==> src/rtl/mem_bus_pkg.sv <==
// Shared types for the memory arbiter: FSM states, master indices, mask-width helper.
// ERR state exists only when MEM_ARB_TIMEOUT_EN is defined.
// Pure declarations; no latency or backpressure of its own.
package mem_bus_pkg;

`ifdef MEM_ARB_TIMEOUT_EN
    typedef enum logic [1:0] {IDLE, REQ, RESP, ERR} state_t;
`else
    typedef enum logic [1:0] {IDLE, REQ, RESP} state_t;
`endif

    localparam logic MST_IFU = 1'b0;
    localparam logic MST_LSU = 1'b1;

    function automatic int mask_w(input int data_w);
        return data_w / 8;
    endfunction

endpackage

==> src/rtl/arb_rr2.sv <==
// Two-requester round-robin pick; one-hot grant, req[0]=IFU, req[1]=LSU.
// Latency: purely combinational.
// Backpressure: none; caller decides when the grant is consumed.
module arb_rr2 (
    input  logic [1:0] req,
    input  logic       last_gnt,
    output logic [1:0] gnt
);

    always_comb begin
        gnt = req;
        // On a tie the master that did not win last time goes first.
        if (req == 2'b11) gnt = last_gnt ? 2'b01 : 2'b10;
    end

endmodule

==> src/rtl/mem_arbiter.sv <==
// IFU/LSU to single memory port arbiter, one transaction outstanding, round-robin grants.
// Latency: grant in IDLE, mem_req_valid next cycle, response forwarded combinationally (min 3 cycles).
// Backpressure: req_ready only in IDLE; response held while master stalls. MEM_ARB_TIMEOUT_EN adds a watchdog.
module mem_arbiter
    import mem_bus_pkg::*;
#(
    parameter int ADDR_W         = 32,
    parameter int DATA_W         = 32,
    parameter int TIMEOUT_CYCLES = 255
) (
    input  logic                      clk,
    input  logic                      rst,
    input  logic                      ifu_req_valid,
    output logic                      ifu_req_ready,
    input  logic [ADDR_W-1:0]         ifu_addr,
    output logic                      ifu_resp_valid,
    input  logic                      ifu_resp_ready,
    input  logic                      lsu_req_valid,
    output logic                      lsu_req_ready,
    input  logic [ADDR_W-1:0]         lsu_addr,
    input  logic                      lsu_wen,
    input  logic [DATA_W-1:0]         lsu_wdata,
    input  logic [mask_w(DATA_W)-1:0] lsu_wmask,
    output logic                      lsu_resp_valid,
    input  logic                      lsu_resp_ready,
    output logic [DATA_W-1:0]         resp_rdata,
    output logic                      resp_err,
    output logic                      mem_req_valid,
    input  logic                      mem_req_ready,
    output logic [ADDR_W-1:0]         mem_addr,
    output logic                      mem_wen,
    output logic [DATA_W-1:0]         mem_wdata,
    output logic [mask_w(DATA_W)-1:0] mem_wmask,
    input  logic                      mem_resp_valid,
    output logic                      mem_resp_ready,
    input  logic [DATA_W-1:0]         mem_rdata
);

    localparam int MW = mask_w(DATA_W);

    if (TIMEOUT_CYCLES < 2) begin : g_bad_timeout
        $error("TIMEOUT_CYCLES must be at least 2");
    end

    state_t              state;
    logic                gnt;
    logic                last_gnt;
    logic [ADDR_W-1:0]   addr_q;
    logic                wen_q;
    logic [DATA_W-1:0]   wdata_q;
    logic [MW-1:0]       wmask_q;
    logic [1:0]          pick;
    logic                gnt_resp_ready;
    logic                resp_done;
    logic                resp_any;

    arb_rr2 u_arb (
        .req      ({lsu_req_valid, ifu_req_valid}),
        .last_gnt (last_gnt),
        .gnt      (pick)
    );

    assign ifu_req_ready  = (state == IDLE) && pick[0];
    assign lsu_req_ready  = (state == IDLE) && pick[1];
    assign gnt_resp_ready = (gnt == MST_LSU) ? lsu_resp_ready : ifu_resp_ready;
    assign resp_done      = (state == RESP) && mem_resp_valid && gnt_resp_ready;

    assign mem_req_valid  = (state == REQ);
    assign mem_resp_ready = (state == RESP) && gnt_resp_ready;
    assign mem_addr       = addr_q;
    assign mem_wen        = wen_q;
    assign mem_wdata      = wdata_q;
    assign mem_wmask      = wmask_q;

`ifdef MEM_ARB_TIMEOUT_EN
    localparam int CNT_W = $clog2(TIMEOUT_CYCLES + 1);
    logic [CNT_W-1:0] cnt;
    logic             timeout_hit;

    // Hit fires on the last cycle of the allowed window so ERR starts right after it.
    assign timeout_hit = (cnt == CNT_W'(TIMEOUT_CYCLES - 1));
    assign resp_any    = ((state == RESP) && mem_resp_valid) || (state == ERR);
    assign resp_rdata  = (state == ERR) ? '0 : mem_rdata;
    assign resp_err    = (state == ERR);
`else
    assign resp_any    = (state == RESP) && mem_resp_valid;
    assign resp_rdata  = mem_rdata;
    assign resp_err    = 1'b0;
`endif

    assign ifu_resp_valid = resp_any && (gnt == MST_IFU);
    assign lsu_resp_valid = resp_any && (gnt == MST_LSU);

    always_ff @(posedge clk) begin
        if (rst) begin
            state    <= IDLE;
            gnt      <= MST_IFU;
            last_gnt <= MST_LSU;
            addr_q   <= '0;
            wen_q    <= 1'b0;
            wdata_q  <= '0;
            wmask_q  <= '0;
`ifdef MEM_ARB_TIMEOUT_EN
            cnt      <= '0;
`endif
        end else begin
            unique case (state)
                IDLE: begin
                    if (|pick) begin
                        gnt      <= pick[1];
                        last_gnt <= pick[1];
                        state    <= REQ;
`ifdef MEM_ARB_TIMEOUT_EN
                        cnt      <= '0;
`endif
                        if (pick[1]) begin
                            addr_q  <= lsu_addr;
                            wen_q   <= lsu_wen;
                            wdata_q <= lsu_wdata;
                            wmask_q <= lsu_wmask;
                        end else begin
                            addr_q  <= ifu_addr;
                            wen_q   <= 1'b0;
                            wdata_q <= '0;
                            wmask_q <= '0;
                        end
                    end
                end
                REQ: begin
`ifdef MEM_ARB_TIMEOUT_EN
                    cnt <= cnt + 1'b1;
                    if (timeout_hit)        state <= ERR;
                    else if (mem_req_ready) state <= RESP;
`else
                    if (mem_req_ready) state <= RESP;
`endif
                end
                RESP: begin
`ifdef MEM_ARB_TIMEOUT_EN
                    cnt <= cnt + 1'b1;
                    if (resp_done)        state <= IDLE;
                    else if (timeout_hit) state <= ERR;
`else
                    if (resp_done) state <= IDLE;
`endif
                end
`ifdef MEM_ARB_TIMEOUT_EN
                ERR: begin
                    if (gnt_resp_ready) state <= IDLE;
                end
`endif
                default: state <= IDLE;
            endcase
        end
    end

endmodule

==> config.mk <==
export PLATFORM = sky130hd
export DESIGN_NAME = mem_arbiter
export DESIGN_NICKNAME = d
export VERILOG_FILES = /design/src/rtl/mem_bus_pkg.sv /design/src/rtl/arb_rr2.sv /design/src/rtl/mem_arbiter.sv
export SDC_FILE = /design/constraint.sdc
export NUM_CORES = 1
export LEC_CHECK = 0
export ABC_AREA = 0
export CAP_MARGIN = 25
export CORE_AREA = 2 2 95 97
export CTS_BUF_LIST = sky130_fd_sc_hd__clkbuf_4 sky130_fd_sc_hd__clkbuf_8
export CTS_CLUSTER_SIZE = 40
export DETAILED_ROUTE_END_ITERATION = 16
export DIE_AREA = 0 0 97 99
export DONT_BUFFER_PORTS = 1
export PLACE_DENSITY = 0.51
export SYNTH_ARGS = -nofsm -noshare
export SYNTH_HDL_FRONTEND = slang
export SYNTH_SLANG_ARGS = --single-unit
==> constraint.sdc <==
create_clock -name clk -period 1.22 [get_ports clk]
set_input_delay 0.122 -clock clk [delete_from_list [all_inputs] [get_ports clk]]
set_output_delay 0.122 -clock clk [all_outputs]
set_load 0.01 [all_outputs]
==> impl_metrics.env, run 1 <==
export IMPL_status="finished with violations"
export IMPL_violations="hold timing, setup timing"
export IMPL_seq_area_frac_synth_pct=44.6
export IMPL_critPathKind="reg -> reg"
export IMPL_clock_latency_ns=0.34
export IMPL_ys_ff_latch=73
export IMPL_hold_start="rst"
export IMPL_num_nets_final=508
export IMPL_maxCapViolCount=0
export IMPL_synth_area_mm2=0.00328
export IMPL_numCtsBuffers=9
export IMPL_first_pass_iters=4
export IMPL_fin_util_pct=52.6
export IMPL_worst_ep_required_time_ns=1.50
export IMPL_p_clk_share_pct=33.5
export IMPL_cp_max_fo=9
export IMPL_post_place_ws_ns=-0.269
export IMPL_wl_per_cell_um=20.6
export IMPL_rrSetupSlack_ns=-0.18
export IMPL_synthXorXnorAreaFrac_pct=0
export IMPL_reg2reg_depth=7
export IMPL_syn_to_final_growth_pct=37.2
export IMPL_min_path_cells=1
export IMPL_grt_max_degree=40
export IMPL_p_per_area_mw_per_mm2=1450
export IMPL_synthSimpleGateAreaFrac_pct=9.96
export IMPL_portBuffers=0
export IMPL_path_delay_family="buffers and inverters"
export IMPL_maxSlewViolCount=0
export IMPL_critPathBufInv=4
export IMPL_rsz0062_at_grt="true"
export IMPL_syn_avg_cell_area_um2=9.88
export IMPL_critPathArrivalTime_ns=1.68
export IMPL_cp_slowest_stage_delay_ns=0.37
export IMPL_cp_cell_sequence="nor2_4 -> buf_6 -> buf_6 -> buf_6 -> a21oi_4 -> clkbuf_16 -> a22o_1"
export IMPL_die_y_um=99
export IMPL_dp_hpwl_um=5250
export IMPL_power_leakage_nw=1.75
export IMPL_core_rowCount=34
export IMPL_p_int_mw=4.68
export IMPL_hold_ws_ns=-0.157
export IMPL_clk_path_buf_depth=2
export IMPL_grt_pass1_vias=2741
export IMPL_cts_tree="built"
export IMPL_power_frac_seq_pct=43.8
export IMPL_ys_warn_count=0
export IMPL_grt_antenna_before_repair=0
export IMPL_crit_path_top_delay_cell="dfxtp_4"
export IMPL_grt_usage_pct=19.3
export IMPL_timing_rr_start="state[1]"
export IMPL_wl_um=9880
export IMPL_ir_drop_uv=530
export IMPL_ant_nets=0
export IMPL_n_antenna_cell=0
export IMPL_hold_viol_final=36
export IMPL_synth_cell_types=28
export IMPL_dpl_cell_area_mm2=0.00320
export IMPL_grt_pass1_wl_um=14600
export IMPL_start_kind="flip-flop"
export IMPL_synth_fa_ha_area_share_pct=0
export IMPL_period_needed_ns=1.40
export IMPL_die_x_um=97
export IMPL_root_buffer="clkbuf_8"
export IMPL_io_pin_count=249
export IMPL_post_route_period_util_pct=115
export IMPL_start_util_pct=38.4
export IMPL_r2r_end="mem_wdata[27]"
export IMPL_syn_nets=473
export IMPL_clock_skew_ns=0.0107
export IMPL_setup_violations=69
export IMPL_gp_congestion=0.719
export IMPL_hp_class="in -> reg"
export IMPL_h_tree_depth=3
export IMPL_cp_common_cell="buf_6"
export IMPL_synthMuxAreaShare_pct=0.305
export IMPL_grt_ovfl_total=0
export IMPL_hold_end="mem_addr[13]"
export IMPL_design_area_mm2=0.00450
export IMPL_netlist_instances=332
export IMPL_drive_gt1_share_pct=32.8
export IMPL_synth_compound_area_share_pct=31.7
export IMPL_cts_sinks=73
export IMPL_p_sw_share_pct=28.3
export IMPL_routed_via_density=5.49
export IMPL_fin_ws_ns=-0.178
export IMPL_p_total_mw=6.53
export IMPL_critPathCaptureType="flip-flop"
export IMPL_cts_reportedPaths_clkPinSlew_ns=0.08
export IMPL_p_comb_share_pct=22.7
export IMPL_fmax_mhz=715
export IMPL_num_vias=2637
export IMPL_die_area_mm2=0.00960
export IMPL_route_detailed_drc=0
export IMPL_drt_iter0_markers=57
export IMPL_p_sw_mw=1.85
export IMPL_synth_top_family_by_area="compound AO/OA/AOI/OAI gates"
export IMPL_core_mm2=0.00855
[worst max path at each step]
stage / from / end / slack [ns] / cells past startpoint
after floorplan: last_gnt / mem_addr[10] / -0.0004 / 4
after global placement: state[1] / mem_wdata[15] / -0.25 / 3
after detailed placement: state[1] / mem_wdata[6] / -0.27 / 3
after CTS: state[1] / mem_wdata[7] / -0.16 / 7
after global routing: state[1] / mem_wmask[1] / -0.23 / 7
final: state[1] / mem_wdata[27] / -0.18 / 7
[layout make-up]
class | instances | area [µm²]
flip-flops and latches | 73 | 1470
multi-input cells | 195 | 1530
inverters | 2 | 7.51
well taps | 108 | 135
repair buffers | 86 | 1130
clock buffers | 11 | 145
fillers | 748 | 4050
clock inverters | 5 | 86.3
[cells in the final DEF (no fill, tap or decap), types with 2 or more instances in the layout]
cell type	instances
a21oi_2	4
nor2b_4	3
nand2_1	67
buf_12	10
dlygate4sd3_1	37
inv_6	2
buf_4	9
buf_6	17
bufinv_16	2
dfxtp_4	2
a311oi_2	32
a21oi_4	4
inv_1	2
buf_16	5
a22o_1	37
dfxtp_2	2
buf_8	4
clkbuf_16	4
and3_4	2
dfxtp_1	69
a21oi_1	30
clkbuf_8	10
[flip-flops by register name (all words and copies together), names as in the netlist]
register	flops
mem_addr	32
mem_wdata	32
mem_wmask	4
state	2
gnt	1
last_gnt	1
mem_wen	1
[synthesized netlist by cell type]
cell,number,area (µm²)
and2_4,1,8.76
and3_1,3,18.8
or2_1,1,6.26
a21boi_1,1,7.51
a311oi_2,30,450
nand2b_1,1,6.26
dfxtp_1,73,1460
nor2_1,2,7.51
conb_1,1,3.75
clkbuf_1,14,52.6
buf_2,7,35.0
inv_1,2,7.51
nor3_1,1,5.00
a21oi_1,36,180
a21boi_2,1,11.3
buf_6,8,90.1
nand2_1,68,255
buf_1,1,3.75
a21bo_1,1,10.0
o21ai_0,1,5.00
mux2i_1,1,10.0
a311oi_1,2,17.5
o21ba_1,1,10.0
a22o_1,37,324
a211o_1,1,8.76
nor2b_1,3,18.8
a21oi_4,1,16.3
buf_4,33,248
[power groups by stage]
| stage | logic [mW] | clock network (mW) | registers [mW] |
|---|---|---|---|
| 2_1_floorplan | 0.849 | 0 | 2.85 |
| 3_3_place_gp | 0.888 | 0 | 2.90 |
| 3_5_place_dp | 0.910 | 0 | 2.90 |
| 4_1_cts | 1.37 | 2.24 | 2.85 |
| 5_1_grt | 1.59 | 2.36 | 2.88 |
| 6_report | 1.48 | 2.19 | 2.86 |
[cell families after synthesis]
| group | Yosys count |
|---|---|
| compound gates | 112 |
| other cells | 1 |
| flops | 73 |
| mux | 1 |
| buf+inv | 65 |
| simple gates | 80 |
[repair_timing]
action                     in CTS  in global routing
setup buffers                  19                  5
setup endpoints to repair      76                 75
pin swaps                       8                 16
gates cloned                    9                  4
hold endpoints to repair       73                 37
gates resized for setup        41                 27
hold buffers                   36                  1
[through the flow]
step / TNS, ns / cells
floorplan: -0.00867 / 332
global placement: -13.64 / 395
detailed placement: -14.25 / 395
CTS: -8.81 / 474
global route: -12.37 / 480
finish: -8.80 / 480
[metal layers]
| layer | wire length, µm | track usage [%] |
|---|---|---|
| met5 | 0 | 0 |
| met4 | 170 | 5.20 |
| met3 | 965 | 9.08 |
| met2 | 4800 | 32.9 |
| met1 | 3940 | 21.7 |
Power figures use the tool's default switching activity.
==> run 2: changes to the inputs <==
--- a/config.mk
+++ b/config.mk
@@ -15,2 +15,3 @@
 export DONT_BUFFER_PORTS = 1
+export GPL_TIMING_DRIVEN = 0
 export PLACE_DENSITY = 0.51
--- a/constraint.sdc
+++ b/constraint.sdc
@@ -3,2 +3,2 @@
 set_output_delay 0.122 -clock clk [all_outputs]
-set_load 0.01 [all_outputs]
+set_load 0.1 [all_outputs]
==> run 2 against run 1 <==
Net effect: synthesized cell count unchanged; area after synthesis unchanged; the run now fails in 4_1_cts.
==> impl_metrics.env, run 2 <==
export IMPL_status="aborted with a tool error"
export IMPL_haltStage="4_1_cts"
export IMPL_firstError="[ERROR RSZ-0060] Max buffer count reached."
export IMPL_yosysMostFrequentCell="dfxtp_1"
export IMPL_die_y_um=99
export IMPL_synth_area_mm2=0.00328
export IMPL_synth_ff_type="dfxtp_1"
export IMPL_core_rowCount=34
export IMPL_netlist_instances=332
export IMPL_numCtsBuffers=9
export IMPL_synth_cell_types=28
export IMPL_cts_setup_buffers=14
export IMPL_seq_area_frac_synth_pct=44.6
export IMPL_synthTopCellsByCount="dfxtp_1, nand2_1, a22o_1, a21oi_1, buf_4"
export IMPL_gp_congestion=0.701
export IMPL_die_x_um=97
export IMPL_h_tree_depth=3
export IMPL_cts_resized=109
export IMPL_portBuffers=0
export IMPL_root_buffer="clkbuf_8"
export IMPL_syn_nets=473
export IMPL_dp_cells=440
export IMPL_post_place_ws_ns=-0.505
export IMPL_clk_path_buf_depth=2
export IMPL_synth_top_cell_area_share_pct=44.6
export IMPL_synth_edf_count=0
export IMPL_hold_buffers=101
export IMPL_synth_top_cell_by_area="dfxtp_1"
export IMPL_async_reset_ff_share_pct=0
export IMPL_synth_area_leaders="dfxtp_1, a311oi_2, a22o_1, nand2_1, buf_4"
export IMPL_syn_avg_cell_area_um2=9.88
export IMPL_io_pin_count=249
export IMPL_dp_hpwl_um=6140
export IMPL_cts_sinks=73
export IMPL_start_util_pct=38.4
export IMPL_ys_ff_latch=73
export IMPL_ys_warn_count=0
## run 2: cell counts after synthesis
Identical to the previous run, type by type.
## run 2: kinds of logic after synthesis
logic type | after synthesis | share of synthesized area (%)
compound gates | 112 | 31.7
buf+inv | 65 | 13.3
flops | 73 | 44.6
mux | 1 | 0.305
other cells | 1 | 0.114
simple gates | 80 | 9.96
## run 2: per-stage QoR
step,area (µm²),util [%],hold slack [ns]
after floorplan,3400,-,0.247
after global placement,3540,41.4,0.248
after detailed placement,3540,41.4,0.251
==> run 3: changes to the inputs <==
Settings changed: CORE_AREA 2 2 95 97 to 2 2 97 99, CTS_BUF_LIST sky130_fd_sc_hd__clkbuf_4 sky130_fd_sc_hd__clkbuf_8 to unset, CTS_CLUSTER_SIZE 40 to unset, DIE_AREA 0 0 97 99 to 0 0 99 101, PLACE_DENSITY 0.51 to unset, PLACE_DENSITY_LB_ADDON set to 0.15.
Clock period 1.22 ns to 1.59 ns, I/O delays scaled along.
==> run 3 against run 2 <==
Net effect: the flow now finishes, with violations (setup timing).
==> impl_metrics.env, run 3 (synthesized netlist as in run 1, its figures left out) <==
export IMPL_status="finished with violations"
export IMPL_violations="setup timing"
export IMPL_num_nets_final=588
export IMPL_clk_path_buf_depth=2
export IMPL_period_needed_ns=1.85
export IMPL_clock_skew_ns=0.0120
export IMPL_ant_nets=0
export IMPL_hold_viol_final=0
export IMPL_fin_cells=563
export IMPL_drive_gt1_share_pct=27.4
export IMPL_root_buffer="clkbuf_8"
export IMPL_num_vias=2883
export IMPL_dp_hpwl_um=6100
export IMPL_multi_input_area_mm2=0.00146
export IMPL_cp_cell_sequence="a21bo_4 -> nor3_4"
export IMPL_r2r_end="gnt"
export IMPL_p_sw_mw=2.81
export IMPL_cts_reportedPaths_clkPinSlew_ns=0.07
export IMPL_final_cell_mix="dlygate4sd3_1, dfxtp_1, nand2_1, buf_4, a22o_1"
export IMPL_grt_pass1_wl_um=13600
export IMPL_drt_iter0_markers=55
export IMPL_hp_class="in -> reg"
export IMPL_fin_ws_ns=-0.264
export IMPL_wl_um=9260
export IMPL_power_frac_seq_pct=52.7
export IMPL_fillers=775
export IMPL_worst_pin_slew_ns=1.05
export IMPL_io_pin_count=249
export IMPL_syn_to_final_growth_pct=45.5
export IMPL_timing_rr_start="last_gnt"
export IMPL_gp_congestion=0.701
export IMPL_wl_per_cell_um=16.5
export IMPL_final_common_cell="dlygate4sd3_1"
export IMPL_cp_slowest_stage_delay_ns=0.79
export IMPL_ir_drop_uv=561
export IMPL_critPathArrivalTime_ns=1.69
export IMPL_h_tree_depth=3
export IMPL_path_delay_family="simple AND/OR/NAND/NOR gates"
export IMPL_rsz0062_at_grt="true"
export IMPL_grt_pass1_vias=2784
export IMPL_routed_via_density=5.12
export IMPL_setup_violations=5
export IMPL_critPathKind="reg -> out"
export IMPL_min_path_cells=2
export IMPL_fmax_mhz=539
export IMPL_rrSetupSlack_ns=-0.01
export IMPL_p_per_area_mw_per_mm2=1280
export IMPL_cts_tree="built"
export IMPL_maxCapViolCount=0
export IMPL_grt_antenna_before_repair=0
export IMPL_reg2reg_depth=3
export IMPL_numCtsBuffers=9
export IMPL_slew_headroom_pct=29.9
export IMPL_grt_ovfl_total=0
export IMPL_core_mm2=0.00898
export IMPL_p_int_mw=3.31
export IMPL_n_antenna_cell=0
export IMPL_die_x_um=99
export IMPL_critPathBufInv=0
export IMPL_dp_cells=443
export IMPL_crit_path_top_delay_cell="nor3_4"
export IMPL_grt_max_degree=14
export IMPL_start_kind="flip-flop"
export IMPL_cp_max_fo=2
export IMPL_first_pass_iters=6
export IMPL_route_detailed_drc=0
export IMPL_start_util_pct=36.5
export IMPL_p_sw_share_pct=45.9
export IMPL_critPathCaptureType="primary output"
export IMPL_p_comb_share_pct=22.9
export IMPL_regArea_mm2=0.00147
export IMPL_hold_end="mem_addr[4]"
export IMPL_maxSlewViolCount=0
export IMPL_clock_latency_ns=0.34
export IMPL_p_clk_share_pct=24.4
export IMPL_core_rowCount=35
export IMPL_post_route_period_util_pct=117
export IMPL_die_y_um=101
export IMPL_post_place_ws_ns=-0.200
export IMPL_portBuffers=0
export IMPL_hold_start="lsu_addr[4]"
export IMPL_cts_sinks=73
export IMPL_grt_usage_pct=16.9
export IMPL_die_area_mm2=0.0100
export IMPL_worst_ep_required_time_ns=1.43
export IMPL_power_leakage_nw=1.92
==> run 3: worst register-to-register path: cells and delay by family (launching register included) <==
kind | cells | cell delay, ns
DFF | 1 | 0.35
AOI/OAI and AO/OA | 2 | 0.40
and+or+nand+nor | 1 | 0.79
==> run 3: stage by stage <==
stage | TNS [ns] | util (%) | total power [mW] | instance area, µm² | hold slack, ns
after floorplan | -0.176 | - | 4.25 | 3320 | 0.284
after global placement | -0.709 | 38.5 | 4.40 | 3460 | 0.286
after detailed placement | -0.931 | 38.5 | 4.41 | 3460 | 0.287
after CTS | -0.846 | 53.0 | 6.17 | 4760 | 0.000678
after global routing | -0.858 | 53.1 | 6.35 | 4770 | 0.00282
final | -0.539 | 53.1 | 6.12 | 4770 | 0.0175
==> run 3: timing repair <==
item / 4_1_cts / 5_1_grt
gates resized for setup: 27 / 6
pin swaps: 7 / 4
endpoints found under the setup margin: 47 / 14
buffers inserted: 6 / 0
hold buffers: 99 / 0
hold endpoints to repair: 70 / 0
==> run 3: area by class of cell <==
type	instances	area share, %
multi-input combinational	194	30.7
clock buffer	10	2.88
timing repair buffer	105	21.8
inverter	2	0.157
clock inverter	6	1.39
buffer	62	9.31
tap	111	2.91
sequential	73	30.9
==> run 3: worst max path at each step <==
stage	startpoint	to	slack, ns	cells past startpoint
2_1_floorplan	last_gnt	gnt	-0.09	4
3_3_place_gp	last_gnt	gnt	-0.20	4
3_5_place_dp	last_gnt	gnt	-0.20	4
4_1_cts	last_gnt	lsu_req_ready	-0.36	2
5_1_grt	last_gnt	lsu_req_ready	-0.32	2
6_report	last_gnt	lsu_req_ready	-0.26	2
==> run 3: metal layers <==
metal	routed length [µm]	track usage, %	part of all wire, %	vias to the layer above
li1	-	-	-	1393
met1	3660	19.1	39	1331
met2	4560	28.9	49	148
met3	911	6.38	9.8	11
met4	138	6.74	1.5	0
met5	0	0	0	-
==> run 3: power by group through the flow <==
stage / combinational, mW / sequential [mW] / clock, mW
after floorplan: 1.03 / 3.22 / 0
after global placement: 1.14 / 3.26 / 0
after detailed placement: 1.15 / 3.26 / 0
after CTS: 1.40 / 3.22 / 1.55
after global routing: 1.49 / 3.24 / 1.62
final: 1.40 / 3.22 / 1.49
